===== src/rtl/ctrl_pkg.sv =====
// ctrl_pkg -- shared definitions for the ctrl_seq instruction sequencer.
//
// Contents:
//   - 4-bit opcode constants (upper nibble of the instruction word)
//   - 3-bit FSM state encoding
//   - 3-bit ALU operation encodings
//   - dec_t: decoded control bundle passed from ctrl_decode to ctrl_seq
//   - zext4: zero-extend a 4-bit operand to 8 bits
package ctrl_pkg;

    localparam logic [3:0] OP_NOP  = 4'h0;
    localparam logic [3:0] OP_LDI  = 4'h1;
    localparam logic [3:0] OP_ADD  = 4'h2;
    localparam logic [3:0] OP_SUB  = 4'h3;
    localparam logic [3:0] OP_AND  = 4'h4;
    localparam logic [3:0] OP_OR   = 4'h5;
    localparam logic [3:0] OP_JMP  = 4'h6;
    localparam logic [3:0] OP_JZ   = 4'h7;
    localparam logic [3:0] OP_JNZ  = 4'h8;
    localparam logic [3:0] OP_HALT = 4'hF;

    typedef enum logic [2:0] {
        ST_IDLE   = 3'd0,
        ST_FETCH  = 3'd1,
        ST_DECODE = 3'd2,
        ST_EXEC   = 3'd3,
        ST_HALT   = 3'd4
    } state_t;

    typedef enum logic [2:0] {
        ALU_PASS = 3'd0,
        ALU_ADD  = 3'd1,
        ALU_SUB  = 3'd2,
        ALU_AND  = 3'd3,
        ALU_OR   = 3'd4
    } alu_op_t;

    // Decoded control for one instruction. inc and load are mutually
    // exclusive by construction in ctrl_decode.
    typedef struct packed {
        logic       inc;
        logic       load;
        logic [3:0] target;
        logic       reg_we;
        alu_op_t    alu_op;
        logic       halt;
        logic       illegal;
    } dec_t;

    function automatic logic [7:0] zext4(input logic [3:0] v);
        return {4'h0, v};
    endfunction

endpackage


===== src/rtl/ctrl_decode.sv =====
// ctrl_decode -- combinational instruction decode for ctrl_seq.
//
// Ports:
//   ir        in  8  instruction register ([7:4] opcode, [3:0] operand)
//   zero_flag in  1  ALU zero flag used by the conditional jumps
//   dec       out    dec_t bundle: PC strobes, jump target, reg_we,
//                    alu_op, halt request, illegal-opcode trap
//
// Build option: CTRL_ILLEGAL_TRAP_EN
//   defined   -> opcodes 9..E request a halt with the illegal bit set and
//                assert no PC strobe, so the PC stays on the bad opcode
//   undefined -> opcodes 9..E behave as NOP and illegal is never raised
module ctrl_decode
    import ctrl_pkg::*;
(
    input  logic [7:0] ir,
    input  logic       zero_flag,
    output dec_t       dec
);

    always_comb begin
        dec        = '0;
        dec.alu_op = ALU_PASS;
        dec.target = ir[3:0];
        case (ir[7:4])
            OP_NOP: dec.inc = 1'b1;
            OP_LDI: begin
                dec.reg_we = 1'b1;
                dec.alu_op = ALU_PASS;
                dec.inc    = 1'b1;
            end
            OP_ADD: begin
                dec.reg_we = 1'b1;
                dec.alu_op = ALU_ADD;
                dec.inc    = 1'b1;
            end
            OP_SUB: begin
                dec.reg_we = 1'b1;
                dec.alu_op = ALU_SUB;
                dec.inc    = 1'b1;
            end
            OP_AND: begin
                dec.reg_we = 1'b1;
                dec.alu_op = ALU_AND;
                dec.inc    = 1'b1;
            end
            OP_OR: begin
                dec.reg_we = 1'b1;
                dec.alu_op = ALU_OR;
                dec.inc    = 1'b1;
            end
            OP_JMP: dec.load = 1'b1;
            OP_JZ: begin
                dec.load = zero_flag;
                dec.inc  = ~zero_flag;
            end
            OP_JNZ: begin
                dec.load = ~zero_flag;
                dec.inc  = zero_flag;
            end
            OP_HALT: begin
                // Step past the HALT so a resume continues with the next word.
                dec.inc  = 1'b1;
                dec.halt = 1'b1;
            end
            default: begin
`ifdef CTRL_ILLEGAL_TRAP_EN
                // No strobe: the PC stays on the offending word, so a resume
                // re-executes it and traps again.
                dec.halt    = 1'b1;
                dec.illegal = 1'b1;
`else
                dec.inc = 1'b1;
`endif
            end
        endcase
    end

endmodule


===== src/rtl/ctrl_seq.sv =====
// ctrl_seq -- three-cycle (FETCH/DECODE/EXEC) instruction sequencer that
// owns every update of the downstream, reset-less program counter.
//
// Ports:
//   clk       in   1  system clock, rising edge
//   rst_n     in   1  asynchronous active-low reset
//   instr     in   8  instruction memory word at the current PC
//   zero_flag in   1  ALU zero flag, sampled at the end of DECODE
//   run       in   1  start from IDLE / resume from HALT (level)
//   incPC     out  1  PC increment strobe (one EXEC cycle)
//   loadPC    out  1  PC load strobe (EXEC of a taken jump, and IDLE)
//   altPC     out  8  PC load value
//   ir        out  8  instruction register
//   alu_op    out  3  ALU operation select
//   imm       out  8  zero-extended operand
//   reg_we    out  1  accumulator write enable (one EXEC cycle)
//   halted    out  1  high while in HALT
//   illegal   out  1  sticky illegal-opcode flag
//
// Build option: CTRL_ILLEGAL_TRAP_EN (see ctrl_decode). When undefined the
// decoder never flags an illegal opcode, so illegal stays 0.
//
// All outputs are registered. Strobes are computed in DECODE and present
// for the whole EXEC cycle, so the PC moves on EXEC's closing edge and the
// following FETCH already sees the new address.
module ctrl_seq
    import ctrl_pkg::*;
(
    input  logic       clk,
    input  logic       rst_n,
    input  logic [7:0] instr,
    input  logic       zero_flag,
    input  logic       run,
    output logic       incPC,
    output logic       loadPC,
    output logic [7:0] altPC,
    output logic [7:0] ir,
    output logic [2:0] alu_op,
    output logic [7:0] imm,
    output logic       reg_we,
    output logic       halted,
    output logic       illegal
);

    state_t state_reg;
    logic   halt_pend_reg;
    logic   trap_pend_reg;
    dec_t   dec;

    ctrl_decode u_decode (
        .ir        (ir),
        .zero_flag (zero_flag),
        .dec       (dec)
    );

    always_ff @(posedge clk or negedge rst_n) begin
        if (!rst_n) begin
            state_reg     <= ST_IDLE;
            ir            <= 8'h00;
            incPC         <= 1'b0;
            loadPC        <= 1'b0;
            altPC         <= 8'h00;
            alu_op        <= ALU_PASS;
            imm           <= 8'h00;
            reg_we        <= 1'b0;
            halted        <= 1'b0;
            illegal       <= 1'b0;
            halt_pend_reg <= 1'b0;
            trap_pend_reg <= 1'b0;
        end else begin
            // Strobes are single-cycle unless a state below re-asserts them.
            incPC  <= 1'b0;
            loadPC <= 1'b0;
            reg_we <= 1'b0;

            case (state_reg)
                ST_IDLE: begin
                    altPC <= 8'h00;
                    // Leave only once loadPC is already high, so the PC is
                    // guaranteed to take 0 on this same edge even when run
                    // was high straight out of reset.
                    if (run && loadPC) begin
                        state_reg <= ST_FETCH;
                    end else begin
                        loadPC <= 1'b1;
                    end
                end
                ST_FETCH: begin
                    ir        <= instr;
                    state_reg <= ST_DECODE;
                end
                ST_DECODE: begin
                    alu_op        <= dec.alu_op;
                    imm           <= zext4(ir[3:0]);
                    reg_we        <= dec.reg_we;
                    incPC         <= dec.inc;
                    loadPC        <= dec.load;
                    altPC         <= dec.load ? zext4(dec.target) : 8'h00;
                    halt_pend_reg <= dec.halt;
                    trap_pend_reg <= dec.illegal;
                    state_reg     <= ST_EXEC;
                end
                ST_EXEC: begin
                    if (halt_pend_reg) begin
                        state_reg <= ST_HALT;
                        halted    <= 1'b1;
                        if (trap_pend_reg) begin
                            illegal <= 1'b1;
                        end
                    end else begin
                        state_reg <= ST_FETCH;
                    end
                end
                ST_HALT: begin
                    if (run) begin
                        halted    <= 1'b0;
                        state_reg <= ST_FETCH;
                    end
                end
                default: state_reg <= ST_IDLE;
            endcase
        end
    end

endmodule


===== config.mk =====
export PLATFORM = sky130hd
export DESIGN_NAME = ctrl_seq
export DESIGN_NICKNAME = d
export VERILOG_FILES = /design/src/rtl/ctrl_pkg.sv /design/src/rtl/ctrl_decode.sv /design/src/rtl/ctrl_seq.sv
export SDC_FILE = /design/constraint.sdc
export NUM_CORES = 1
export LEC_CHECK = 0
export BUFFER_PORTS_ARGS = -buffer_cell sky130_fd_sc_hd__buf_2
export CAP_MARGIN = 20
export CORE_ASPECT_RATIO = 0.5
export CORE_MARGIN = 5
export CORE_UTILIZATION = 47
export DETAILED_ROUTE_END_ITERATION = 12
export PLACE_DENSITY = 0.76
export SLEW_MARGIN = 20
export SYNTH_ARGS = -nofsm -noshare
export SYNTH_HDL_FRONTEND = slang
export SYNTH_SLANG_ARGS = --single-unit

===== constraint.sdc =====
create_clock -name clk -period 2.64 [get_ports clk]
set_clock_uncertainty 0.2 [all_clocks]
set_input_delay 0.264 -clock clk [delete_from_list [all_inputs] [get_ports clk]]
set_output_delay 0.264 -clock clk [all_outputs]
set_load 0.03 [all_outputs]

After elaboration in Yosys (flattened, before gate mapping)
Index checks and enable logic that the tools add are counted.
Widths: inputs -> output; s select.
Word-level totals
  bits in registers: 31
  input port bits: 12
Cells by class
  equality and inequality tests: 16
  muxes and demuxes: 17
  bitwise operators: 1
  reductions and logical operators: 6
Operators with widths (number)
  $pmux 4 s5: 1
  $eq 4x3->1 const B: 4
  $pmux 8 s2: 1
  $pmux 3 s5: 1
  $mux 3: 3
  $eq 4x2->1 const B: 2
  $eq 4x4->1 const B: 2
  $eq 3x2->1 const B: 2
  $mux 1: 6
  $ne 2x2->1 const B: 3
  $pmux 1 s3: 2
  $eq 4x1->1 const B: 1
  $mux 4: 1
  $pmux 1 s2: 2
  $reduce_bool 2->1: 2
  $eq 3x1->1 const B: 1
  $eq 3x3->1 const B: 1
  $logic_not 3->1: 1
  $reduce_and 3->1: 1
  $reduce_and 2->1: 1
  $logic_and 1x1->1: 1
  $not 1->1: 1

Logic depth before layout (Yosys ltp)
Gate-level depths: netlist of run 1.
  depth after elaboration: 4
  depth in mapped cells: 6
  gate-level depth less buffers: 3

Cells and area by module
Synthesis of run 1 repeated with hierarchy kept, for this count alone.
Unflattened totals
  cells, all modules: 114
  area total of the unflattened synthesis: 1388.8 um^2
Modules (own cells, without submodules)
  ctrl_seq: times used 1, cells an instance 86, area each 1221.2 um^2
  ctrl_decode: times used 1, cells an instance 28, area each 167.7 um^2

Worst setup path before layout of run 1
No wires, ideal clock.
  path kind: reg2reg
  start: reg ir[5]
  end: reg altPC[0]
  library setup time: 67 ps
  arrival: 1565 ps
  required time: 2373 ps
  path slack: 807 ps
  cell stages (with the launch flop): 5
  path buffers: 1
  period minus slack after synthesis: 1833 ps
  cell sequence: dfrtp_1 > buf_4 > or4b_4 > a2bb2oi_4 > a32o_1
On the way
  longest elaborated chain between the ends: 4
Ends and longest elaborated chain
  start: declaration: RTL line ctrl_seq.sv:37  | output logic [7:0] ir,
  start signal: assignment: RTL line ctrl_seq.sv:89  | ir <= instr;
  $eq 4x4->1 / $eq 4x3->1 (equally long branches): RTL line ctrl_decode.sv:25  | case (ir[7:4])
  $pmux 1 s3 (*): RTL line ctrl_decode.sv:25
  $mux 4 (*): RTL line ctrl_seq.sv:98  | altPC <= dec.load ? zext4(dec.target) : 8'h00;
  $pmux 8 s2 (*): RTL line ctrl_seq.sv:76  | case (state_reg)
  end signal: assignment: RTL line ctrl_seq.sv:98
  end: declaration: RTL line ctrl_seq.sv:36  | output logic [7:0] altPC,
Mark *: on every way between the ends. The rest lies on a longest branch, timed or not. The select of a mux whose other input is x is not followed.
A chain may end at the register's enable or synchronous reset.

Worst setup path in the final report of run 1
  start: reg state_reg[1]
  end: reg ir[5]
On the way
  longest elaborated chain between the ends: 1
Ends and longest elaborated chain
  start: declaration: RTL line ctrl_seq.sv:45  | state_t state_reg;
  start signal: assignment: RTL line ctrl_seq.sv:58  | state_reg <= ST_IDLE;
  start signal: assignment: RTL line ctrl_seq.sv:83  | state_reg <= ST_FETCH;
  start signal: assignment: RTL line ctrl_seq.sv:90  | state_reg <= ST_DECODE;
  $eq 3x1->1: RTL line ctrl_seq.sv:76
No other way between the ends.

==> results of run 1 <==
-- cell type report --
type                    instances  area, sq um  area share (%)
multi-input cells              64          490            33.5
well taps                      37         46.3            3.16
flip-flops and latches         27          676            46.2
clock buffers                   3         41.3            2.82
clock inverters                 1         8.76           0.598
inverters                       3         11.3           0.769
repair buffers                 36          190            13.0
-- logic make-up (layout without fill, tap and decap cells) --
family,count (synthesis),count (layout)
mux,11,11
simple gates,24,24
xor+xnor,1,1
other cells,1,9
flops,27,27
compound gates,19,19
buf+inv,23,43
-- timing repair --
| action | in CTS | in global routing |
|---|---|---|
| gates resized for setup | 0 | 0 |
| setup endpoints to repair | 0 | 0 |
| buffers inserted | 0 | 0 |
| endpoints found under the hold margin | 28 | 0 |
| hold buffers | 2 | 0 |
-- routing by layer --
metal	wire, microns	up-vias	GRT usage (%)	part of all wire [%]
met3	177	2	4.55	7.3
li1	-	409	-	-
met5	0	-	0	0
met2	1090	28	19.4	45
met1	1130	418	16.1	47
met4	17	0	3.85	0.70
-- report_power, final --
group	switching [mW]	internal [mW]	total, mW
combinational	0.602	0.363	0.965
clock	0.135	0.111	0.245
sequential	0.183	0.582	0.764
-- worst max-delay path by stage --
stage	endpoint	slack, ns
floorplan	altPC[0]$_DFFE_PN0P_	0.81
global placement	ir[0]$_DFFE_PN0P_	0.81
detailed placement	ir[5]$_DFFE_PN0P_	0.78
CTS	ir[5]$_DFFE_PN0P_	0.77
global route	ir[7]$_DFFE_PN0P_	0.68
finish	ir[5]$_DFFE_PN0P_	0.79
-- stage by stage --
stage                     hold WS, ns  instances  util [%]  worst slack (ns)  total power, mW
after floorplan                -0.232        114         -             0.807             1.57
after global placement          0.103        165      53.6             0.815             1.72
after detailed placement        0.104        165      53.6             0.775             1.74
after CTS                     0.00806        171      56.3             0.765             1.99
after global routing        0.0000223        171      56.3             0.681             2.09
final                          0.0149        171      56.3             0.786             1.97
-- placed cells by master (no fill, tap or decap), types with 3 or more instances in the layout --
cell and count:
a32o_1 4, buf_2 34, clkbuf_8 3, conb_1 9, dfrtp_1 27, inv_1 3
mux2_2 11, nand2_1 6, nand3b_1 3, nor2_1 5, o21ai_0 5
==> qor.yml, run 1 <==
yosys:
  synth.ff_latch_count: 27
  synth_top_family_by_area: "compound AO/OA/AOI/OAI gates"
  synth_edf_count: 0
  synth_largest_area_cell: "dfrtp_1"
  synth_top_area_share_pct: 52.4
  syn_avg_cell_area_sq_um: 12.2
  yosys.cell_types.count: 32
  synth_ff_type: "dfrtp_1"
  synth-xor-area-share_pct: 0.679
  synthAdderAreaFrac_pct: 0
  synth_async_sr_flop_share_pct: 100
  ys_top_cells_by_area: "dfrtp_1 (52%), mux2_2 (9.6%), buf_4 (8.7%)"
  synth_simple_gate_area_share_pct: 11.2
  syn_inst: 106
  synth-seq-area-share_pct: 52.4
  synthMuxAreaShare_pct: 9.60
  ys_top_cells_by_count: "dfrtp_1 (27), buf_4 (15), mux2_2 (11)"
  syn-cell-area_sq_um: 1290
  synth_compound_area_share_pct: 14.0
  synth_most_common_cell: "dfrtp_1"
  synth_warnings: 0
setup_path:
  criticalPathCategory: "flop to flop"
  regToRegStartpoint: "state_reg[1]$_DFFE_PN0P_"
  start_kind: "flop"
  r2r-end: "ir[5]$_DFFE_PN0P_"
  regToRegSetupSlack_ns: 0.79
  crit_arrival_ns: 1.82
  crit_fanout: 10
  critPathBufInv: 0
  crit_start: "state_reg[1]$_DFFE_PN0P_"
  cp.depth: 2
  crit_chain: "nor3b_2 > mux2_2"
  cp_top_family: "simple AND/OR/NAND/NOR gates"
  crit_path_end_kind: "flop"
  r2r_cells: 2
  cp.required_ns: 2.60
  slowest_stage: "nor3b_2"
  slowest_delay_ns: 0.66
sta:
  slew_violations: 0
  fmax_ghz: 0.539
  relSlewSlack_pct: 50.4
  rsz0062_at_grt: "false"
  post-route-min-period_ns: 1.85
  min_period_over_period_pct: 70.2
  setup-violations-final: 0
  final.setup.tns_ns: 0
  hold_viol_final: 0
  worstMarginPinSlew_ns: 0.741
place:
  io_buffers: 34
  gp_congestion: 0.692
  hpwlAfterDp_mm: 1.70
  dpl_cell_area_sq_um: 1390
clock_network:
  numCtsBuffers: 3
  cts.sinks: 27
  htree_levels: 1
  cts_max_path_buffers: 2
  clock_latency_ns: 0.27
  root_buffer: "clkbuf_8"
  path_clk_slew_ns: 0.10
  tritoncts: "done"
worst_hold_path:
  hold_class: "primary input to flop"
  hp-start: "instr[6]"
  hold_path_end: "ir[6]$_DFFE_PN0P_"
  holdPathStages: 2
layout:
  syn_to_final_growth_pct: 13.5
  drive_above_1_share_pct: 42.5
  nets: 147
  fin_area_sq_um: 1460
  largest_register_ffs: 8
  largestRegisters: "ir x8, altPC x4, imm x4"
  fillers: 230
  top_register: "ir"
  num_antenna_cells: 0
route:
  vias_per_cell: 5.01
  drt-pass1-iter-count: 4
  vias: 857
  wl_mm: 2.41
  first_iter_violations: 28
  postRouteAntennaNets: 0
  drc: 0
  wl_per_cell_microns: 14.1
global_route:
  grt_antenna_before_repair: 0
  grt_first_pass_wirelength_mm: 3.68
  gr-total-overflow: 0
  grt_pass1_vias: 731
  grt_max_degree: 28
  track_usage_pct: 12.3
outcome:
  outcome: "finished, final reports clean"
die:
  die-area_sq_um: 3960
  initial_core_util_pct: 49.6
  die_height_microns: 47.0
  design.core.area_sq_um: 2600
  fp-row-count: 13
  die_x_microns: 84.1
  top_level_ports: 44
pwr:
  p_leak_nw: 0.710
  vdd_ir_drop_max_mv: 0.756
  power_density_nw_per_um2: 1350
flow_run:
  drv_cap: 0
No activity file was read; power rests on OpenSTA's default activity.
==> inputs of run 2 (changes only) <==
--- a/config.mk
+++ b/config.mk
@@ -5,13 +5,14 @@
 export SDC_FILE = /design/constraint.sdc
 export NUM_CORES = 1
 export LEC_CHECK = 0
+export ABC_AREA = 1
 export BUFFER_PORTS_ARGS = -buffer_cell sky130_fd_sc_hd__buf_2
 export CAP_MARGIN = 20
 export CORE_ASPECT_RATIO = 0.5
 export CORE_MARGIN = 5
 export CORE_UTILIZATION = 47
 export DETAILED_ROUTE_END_ITERATION = 12
-export PLACE_DENSITY = 0.76
+export PLACE_DENSITY = 0.75
 export SLEW_MARGIN = 20
 export SYNTH_ARGS = -nofsm -noshare
 export SYNTH_HDL_FRONTEND = slang
==> constraint.sdc (replaced) <==
create_clock -name clk -period 1.9 [get_ports clk]
set_clock_uncertainty 0.2 [all_clocks]
set_input_delay 0.19 -clock clk [delete_from_list [all_inputs] [get_ports clk]]
set_output_delay 0.19 -clock clk [all_outputs]
set_load 0.03 [all_outputs]
==> run 2 against run 1 <==
  * Sequential cell count unchanged
  * Hold slack better by 0.16 ns
  * Final area up 8.2%
  * First-iteration DRC count up 46%
  * Synthesized area up 3.3%
  * Core utilization up 3.5 points
  * Non-clock buffer count up 8
  * Register-to-register slack worse by 0.28 ns
  * Synthesized cell count up 44%
  * Via count up 20%
  * Critical endpoint is now ir[5]
  * Highest routed layer unchanged
==> qor.yml, run 2 <==
die:
  die_height_microns: 47.7  # +1.3%
  initial_core_util_pct: 50.3  # +0.69 points
  die_x_microns: 85.3  # +1.4%
  fp-row-count: 13  # unchanged
  die-area_sq_um: 4060  # +2.7%
  top_level_ports: 44  # unchanged
  design.core.area_sq_um: 2650  # +1.9%
yosys:
  synth-seq-area-share_pct: 50.7  # -1.7 points
  syn_inst: 153  # +44%
  synth_largest_area_cell: "dfrtp_1"
  synth_most_common_cell: "nand2_1"
  ys_top_cells_by_area: "dfrtp_1 (51%), nand2_1 (14%), buf_4 (7.3%)"
  yosys.cell_types.count: 21  # -34%
  synth_async_sr_flop_share_pct: 100  # unchanged
  synth_top_area_share_pct: 50.7  # -1.7 points
  synth_edf_count: 0  # unchanged
  synth_warnings: 0  # unchanged
  ys_top_cells_by_count: "nand2_1 (49), dfrtp_1 (27), nor2_1 (15)"
  syn-cell-area_sq_um: 1330  # +3.3%
  synth.ff_latch_count: 27  # unchanged
  syn_avg_cell_area_sq_um: 8.71  # -28%
  synth_ff_type: "dfrtp_1"
place:
  dp_slack_ns: 0.541  # -0.234 ns
  dp.cells: 216  # +31%
  gp_congestion: 0.851  # +23%
  hpwlAfterDp_mm: 1.91  # +12%
  io_buffers: 34  # unchanged
setup_path:
  crit_path_end_kind: "output pin"
  start_kind: "flop"
  critPathBufInv: 1  # +1
  crit_chain: "buf_2"
  cp_top_family: "flip-flops"
  criticalPathCategory: "flop to output pin"
  crit_arrival_ns: 1.01  # -0.81 ns
  crit_fanout: 8  # -2
  cp.required_ns: 1.51  # -1.09 ns
  slowest_stage: "dfrtp_1"
  slowest_delay_ns: 0.49  # -0.17 ns
flow_run:
  drv_cap: 0  # unchanged
clock_network:
  numCtsBuffers: 3  # unchanged
  root_buffer: "clkbuf_8"
  htree_levels: 1  # unchanged
  path_clk_slew_ns: 0.09  # about the same
  clock_latency_ns: 0.27  # about the same
  tritoncts: "done"
  cts_max_path_buffers: 2  # unchanged
  cts_setup_buffers: 0  # unchanged
  cts.sinks: 27  # unchanged
route:
  vias: 1025  # +20%
  wl_per_cell_microns: 11.3  # -20%
  drt-pass1-iter-count: 4  # unchanged
  vias_per_cell: 4.46  # -11%
  wl_mm: 2.60  # +7.8%
  first_iter_violations: 41  # +46%
  drc: 0  # unchanged
  postRouteAntennaNets: 0  # unchanged
global_route:
  gr-total-overflow: 0  # unchanged
  grt_antenna_before_repair: 0  # unchanged
  grt_pass1_vias: 971  # +33%
  grt_max_degree: 28  # unchanged
  grt_first_pass_wirelength_mm: 4.29  # +17%
  track_usage_pct: 13.8  # +1.5 points
sta:
  fmax_ghz: 0.714
  hold_viol_final: 0  # unchanged
  setup_ws_ns: 0.499  # -0.287 ns
  final.setup.tns_ns: 0  # unchanged
  post-route-min-period_ns: 1.40
  rsz0062_at_grt: "false"
  min_period_over_period_pct: 73.8
  worstMarginPinSlew_ns: 0.586  # -0.155 ns
  relSlewSlack_pct: 60.9  # +11 points
  setup-violations-final: 0  # unchanged
  slew_violations: 0  # unchanged
layout:
  fillers: 245  # +6.5%
  num_antenna_cells: 0  # unchanged
  post-route-util_pct: 59.7  # +3.5 points
  syn_to_final_growth_pct: 18.9
  nets: 206  # +40%
  largest_register_ffs: 8  # unchanged
  drive_above_1_share_pct: 28.5  # -14 points
  fin_cells: 230  # +35%
  final_cell_mix: "nand2_1 (49), buf_2 (34), dfrtp_1 (27)"
  top_register: "ir"
  largestRegisters: "ir x8, altPC x4, imm x4"
  final_common_cell: "nand2_1"
pwr:
  vdd_ir_drop_max_mv: 0.646  # -14%
  total_power_mw: 2.77  # +40%
  p_leak_nw: 0.879  # +24%
  power_density_nw_per_um2: 1750  # +30%
outcome:
  outcome: "finished, final reports clean"
worst_hold_path:
  hold_class: "primary input to flop"
run 2: final timing paths:
check / from / to / slack [ns] / depth (start not counted)
max in group asynchronous: rst_n / ir[3]$_DFFE_PN0P_ / 0.86 / 2
min reg2reg: halted$_DFFE_PN0P_ / halted$_DFFE_PN0P_ / 0.27 / 2
min: zero_flag / incPC$_DFF_PN0_ / 0.17 / 6
max: ir[5]$_DFFE_PN0P_ / ir[5] / 0.50 / 1
max reg2reg: state_reg[2]$_DFFE_PN0P_ / loadPC$_DFF_PN0_ / 0.51 / 5
min in group asynchronous: rst_n / ir[2]$_DFFE_PN0P_ / 0.25 / 2
run 2: kinds of logic after synthesis:
logic type / Yosys count / synth area share (%)
buffers and inverters: 29 / 14.2
AO/OA/AOI/OAI: 15 / 7.61
flip-flops: 27 / 50.7
other: 1 / 0.281
AND/OR/NAND/NOR: 81 / 27.2
run 2: layout make-up:
cell class,instances,area (sq um),area share [%]
Clock buffer,4,45.0,2.84
Tap cell,37,46.3,2.92
Inverter,13,48.8,3.08
Sequential cell,27,676,42.7
Timing Repair Buffer,44,270,17.1
Multi-Input combinational cell,105,498,31.4
run 2: timing repair:
item	4_1_cts	5_1_grt
hold buffers	10	0
endpoints found under the hold margin	36	0
resized for setup	0	0
run 2: per-stage QoR:
step | instance area, sq um | hold WS [ns]
finish | 1580 | 0.172
detailed placement | 1440 | 0.0286
global route | 1580 | 0.222
CTS | 1580 | 0.162
floorplan | 1360 | -0.306
global placement | 1440 | 0.0258
run 2: report_power, final:
part / internal [mW] / total [mW] / switching [mW]
Sequential: 0.811 / 1.00 / 0.194
Combinational: 0.411 / 1.45 / 1.03
Clock: 0.150 / 0.320 / 0.170
Total: 1.37 / 2.77 / 1.40
run 2: layer usage:
layer	vias to the layer above	wire, microns	GRT usage [%]
li1	531	-	-
met1	465	1180	16.8
met2	27	1220	24.5
met3	2	185	4.47
met4	0	17	3.79
met5	-	0	0
==> inputs of run 3 (changes only) <==
==> constraint.sdc (replaced) <==
create_clock -name clk -period 1.4 [get_ports clk]
set_clock_uncertainty 0.2 [all_clocks]
set_input_delay 0.14 -clock clk [delete_from_list [all_inputs] [get_ports clk]]
set_output_delay 0.14 -clock clk [all_outputs]
set_load 0.03 [all_outputs]
==> run 3 against run 2 <==
  * Sequential share of layout area fell by 0.16 points
  * Largest power group unchanged
  * Sequential power rose by 37%
  * Cell count rose by 0.43%
  * Worst setup slack got worse by 0.49 ns
  * Critical path depth rose by 4
  * Clock-buffer cell count did not move
==> qor.yml, run 3 (synthesis gave the netlist of run 2 again) <==
outcome:
  outcome: "finished, final reports clean"
layout:
  drive_above_1_share_pct: 29.9  # +1.4 points
  nets: 207  # +0.49%
  largestRegisters: "ir x8, altPC x4, imm x4"
  top_register: "ir"
  num_antenna_cells: 0  # unchanged
  regArea_sq_um: 677  # +0.19%
  multi_input_area_sq_um: 498  # unchanged
  final_common_cell: "nand2_1"
  post-route-util_pct: 60.1  # +0.33 points
  final_cell_mix: "nand2_1 (49), buf_2 (34), dfrtp_1 (26)"
  fillers: 242  # -1.2%
  syn_to_final_growth_pct: 19.5
  largest_register_ffs: 8  # unchanged
clock_network:
  cts_max_path_buffers: 2  # unchanged
  cts.sinks: 27  # unchanged
  clock_latency_ns: 0.27  # about the same
  numCtsBuffers: 3  # unchanged
  tritoncts: "done"
  htree_levels: 1  # unchanged
  path_clk_slew_ns: 0.09  # about the same
  root_buffer: "clkbuf_8"
route:
  first_iter_violations: 92  # +120%
  drt-pass1-iter-count: 4  # unchanged
  wl_mm: 2.64  # +1.4%
  postRouteAntennaNets: 0  # unchanged
  vias_per_cell: 4.50  # +0.93%
  drc: 0  # unchanged
  vias: 1039  # +1.4%
  wl_per_cell_microns: 11.4  # +0.95%
setup_path:
  crit_path_end_kind: "flop"
  cp.required_ns: 1.42  # -0.09 ns
  start_kind: "flop"
  criticalPathCategory: "flop to flop"
  crit_fanout: 22  # +14
  regToRegSetupSlack_ns: 0.01  # -0.50 ns
  crit_arrival_ns: 1.41  # +0.40 ns
sta:
  relSlewSlack_pct: 60.6  # -0.29 points
  rsz0062_at_grt: "true"
  hold_viol_final: 0  # unchanged
  fmax_ghz: 0.720
  min_period_over_period_pct: 99.2
  post-route-min-period_ns: 1.39
  final.setup.tns_ns: 0  # unchanged
  slew_violations: 0  # unchanged
  worstMarginPinSlew_ns: 0.590  # +0.00439 ns
  setup-violations-final: 0  # unchanged
die:
  initial_core_util_pct: 50.3  # unchanged
  design.core.area_sq_um: 2650  # unchanged
  fp-row-count: 13  # unchanged
  die_x_microns: 85.3  # unchanged
  die_height_microns: 47.7  # unchanged
  top_level_ports: 44  # unchanged
  die-area_sq_um: 4060  # unchanged
pwr:
  p_comb_share_pct: 52.3  # about the same
  p_sw_share_pct: 50.6  # +0.13 points
  power_density_nw_per_um2: 2380  # +36%
  clockPowerShare_pct: 11.6  # about the same
  p_int_mw: 1.87  # +36%
  pwr-share-seq_pct: 36.1  # -0.2 points
  p_leak_nw: 0.881  # +0.12%
  switchingPower_mw: 1.92  # +37%
  vdd_ir_drop_max_mv: 0.919  # +42%
global_route:
  track_usage_pct: 14.0  # +0.26 points
  grt_max_degree: 28  # unchanged
  grt_pass1_vias: 941  # -3.1%
  grt_first_pass_wirelength_mm: 4.32  # +0.65%
  grt_antenna_before_repair: 0  # unchanged
  gr-total-overflow: 0  # unchanged
place:
  gp_congestion: 0.838  # -1.5%
  hpwlAfterDp_mm: 1.85  # -2.8%
  io_buffers: 34  # unchanged
flow_run:
  drv_cap: 0  # unchanged
worst_hold_path:
  hold_class: "primary input to flop"
## run 3: repair_timing
action	in CTS	in global routing
endpoints found under the setup margin	0	10
hold buffers	10	0
hold endpoints to repair	38	0
buffers inserted	0	0
resized for setup	0	2
## run 3: per-layer routing
layer / vias to the layer above / global-route usage, % / wire length, microns
met4: 0 / 5.68 / 38
li1: 534 / - / -
met2: 37 / 24.5 / 1210
met5: - / 0 / 0
met1: 463 / 17.2 / 1200
met3: 5 / 3.95 / 186
## run 3: cell type report
| cell class | count | area share [%] |
|---|---|---|
| flip-flops and latches | 27 | 42.5 |
| multi-input cells | 105 | 31.3 |
| repair buffers | 45 | 17.4 |
| inverters | 13 | 3.06 |
| well taps | 37 | 2.91 |
| clock buffers | 4 | 2.83 |
## run 3: critical path: stages, from the launching register on
cell and delay [ns]:
dfrtp_1 0.43, inv_2 0.13, nand3_4 0.25, nor2_1 0.19, nand2_1 0.07, nand2_1 0.06
## run 3: worst paths after layout
check,startpoint,end,cells after the start
max,state_reg[2]$_DFFE_PN0P_,altPC[3]$_DFFE_PN0P_,5
max reg2reg,state_reg[2]$_DFFE_PN0P_,altPC[3]$_DFFE_PN0P_,5
min,zero_flag,incPC$_DFF_PN0_,6
min in group asynchronous,rst_n,ir[0]$_DFFE_PN0P_,2
min reg2reg,halted$_DFFE_PN0P_,halted$_DFFE_PN0P_,2
max in group asynchronous,rst_n,ir[5]$_DFFE_PN0P_,2
## run 3: power by group through the flow
stage	sequential [mW]	clock (mW)	combinational (mW)
after floorplan	1.78	0	1.26
after global placement	1.36	0	1.92
after detailed placement	1.37	0	1.96
after CTS	1.36	0.452	1.99
after global routing	1.42	0.488	2.15
final	1.37	0.441	1.98
## run 3: stage by stage
step / worst slack (ns) / instances / cell area, sq um / power (mW) / hold slack [ns]
6_report: 0.0108 / 231 / 1590 / 3.79 / 0.127
5_1_grt: -0.0545 / 231 / 1590 / 4.05 / 0.137
4_1_cts: 0.0335 / 231 / 1590 / 3.80 / 0.114
3_5_place_dp: 0.0862 / 217 / 1450 / 3.33 / -0.0107
3_3_place_gp: 0.0930 / 217 / 1450 / 3.28 / -0.0269
2_1_floorplan: 0.0850 / 161 / 1360 / 3.03 / -0.356
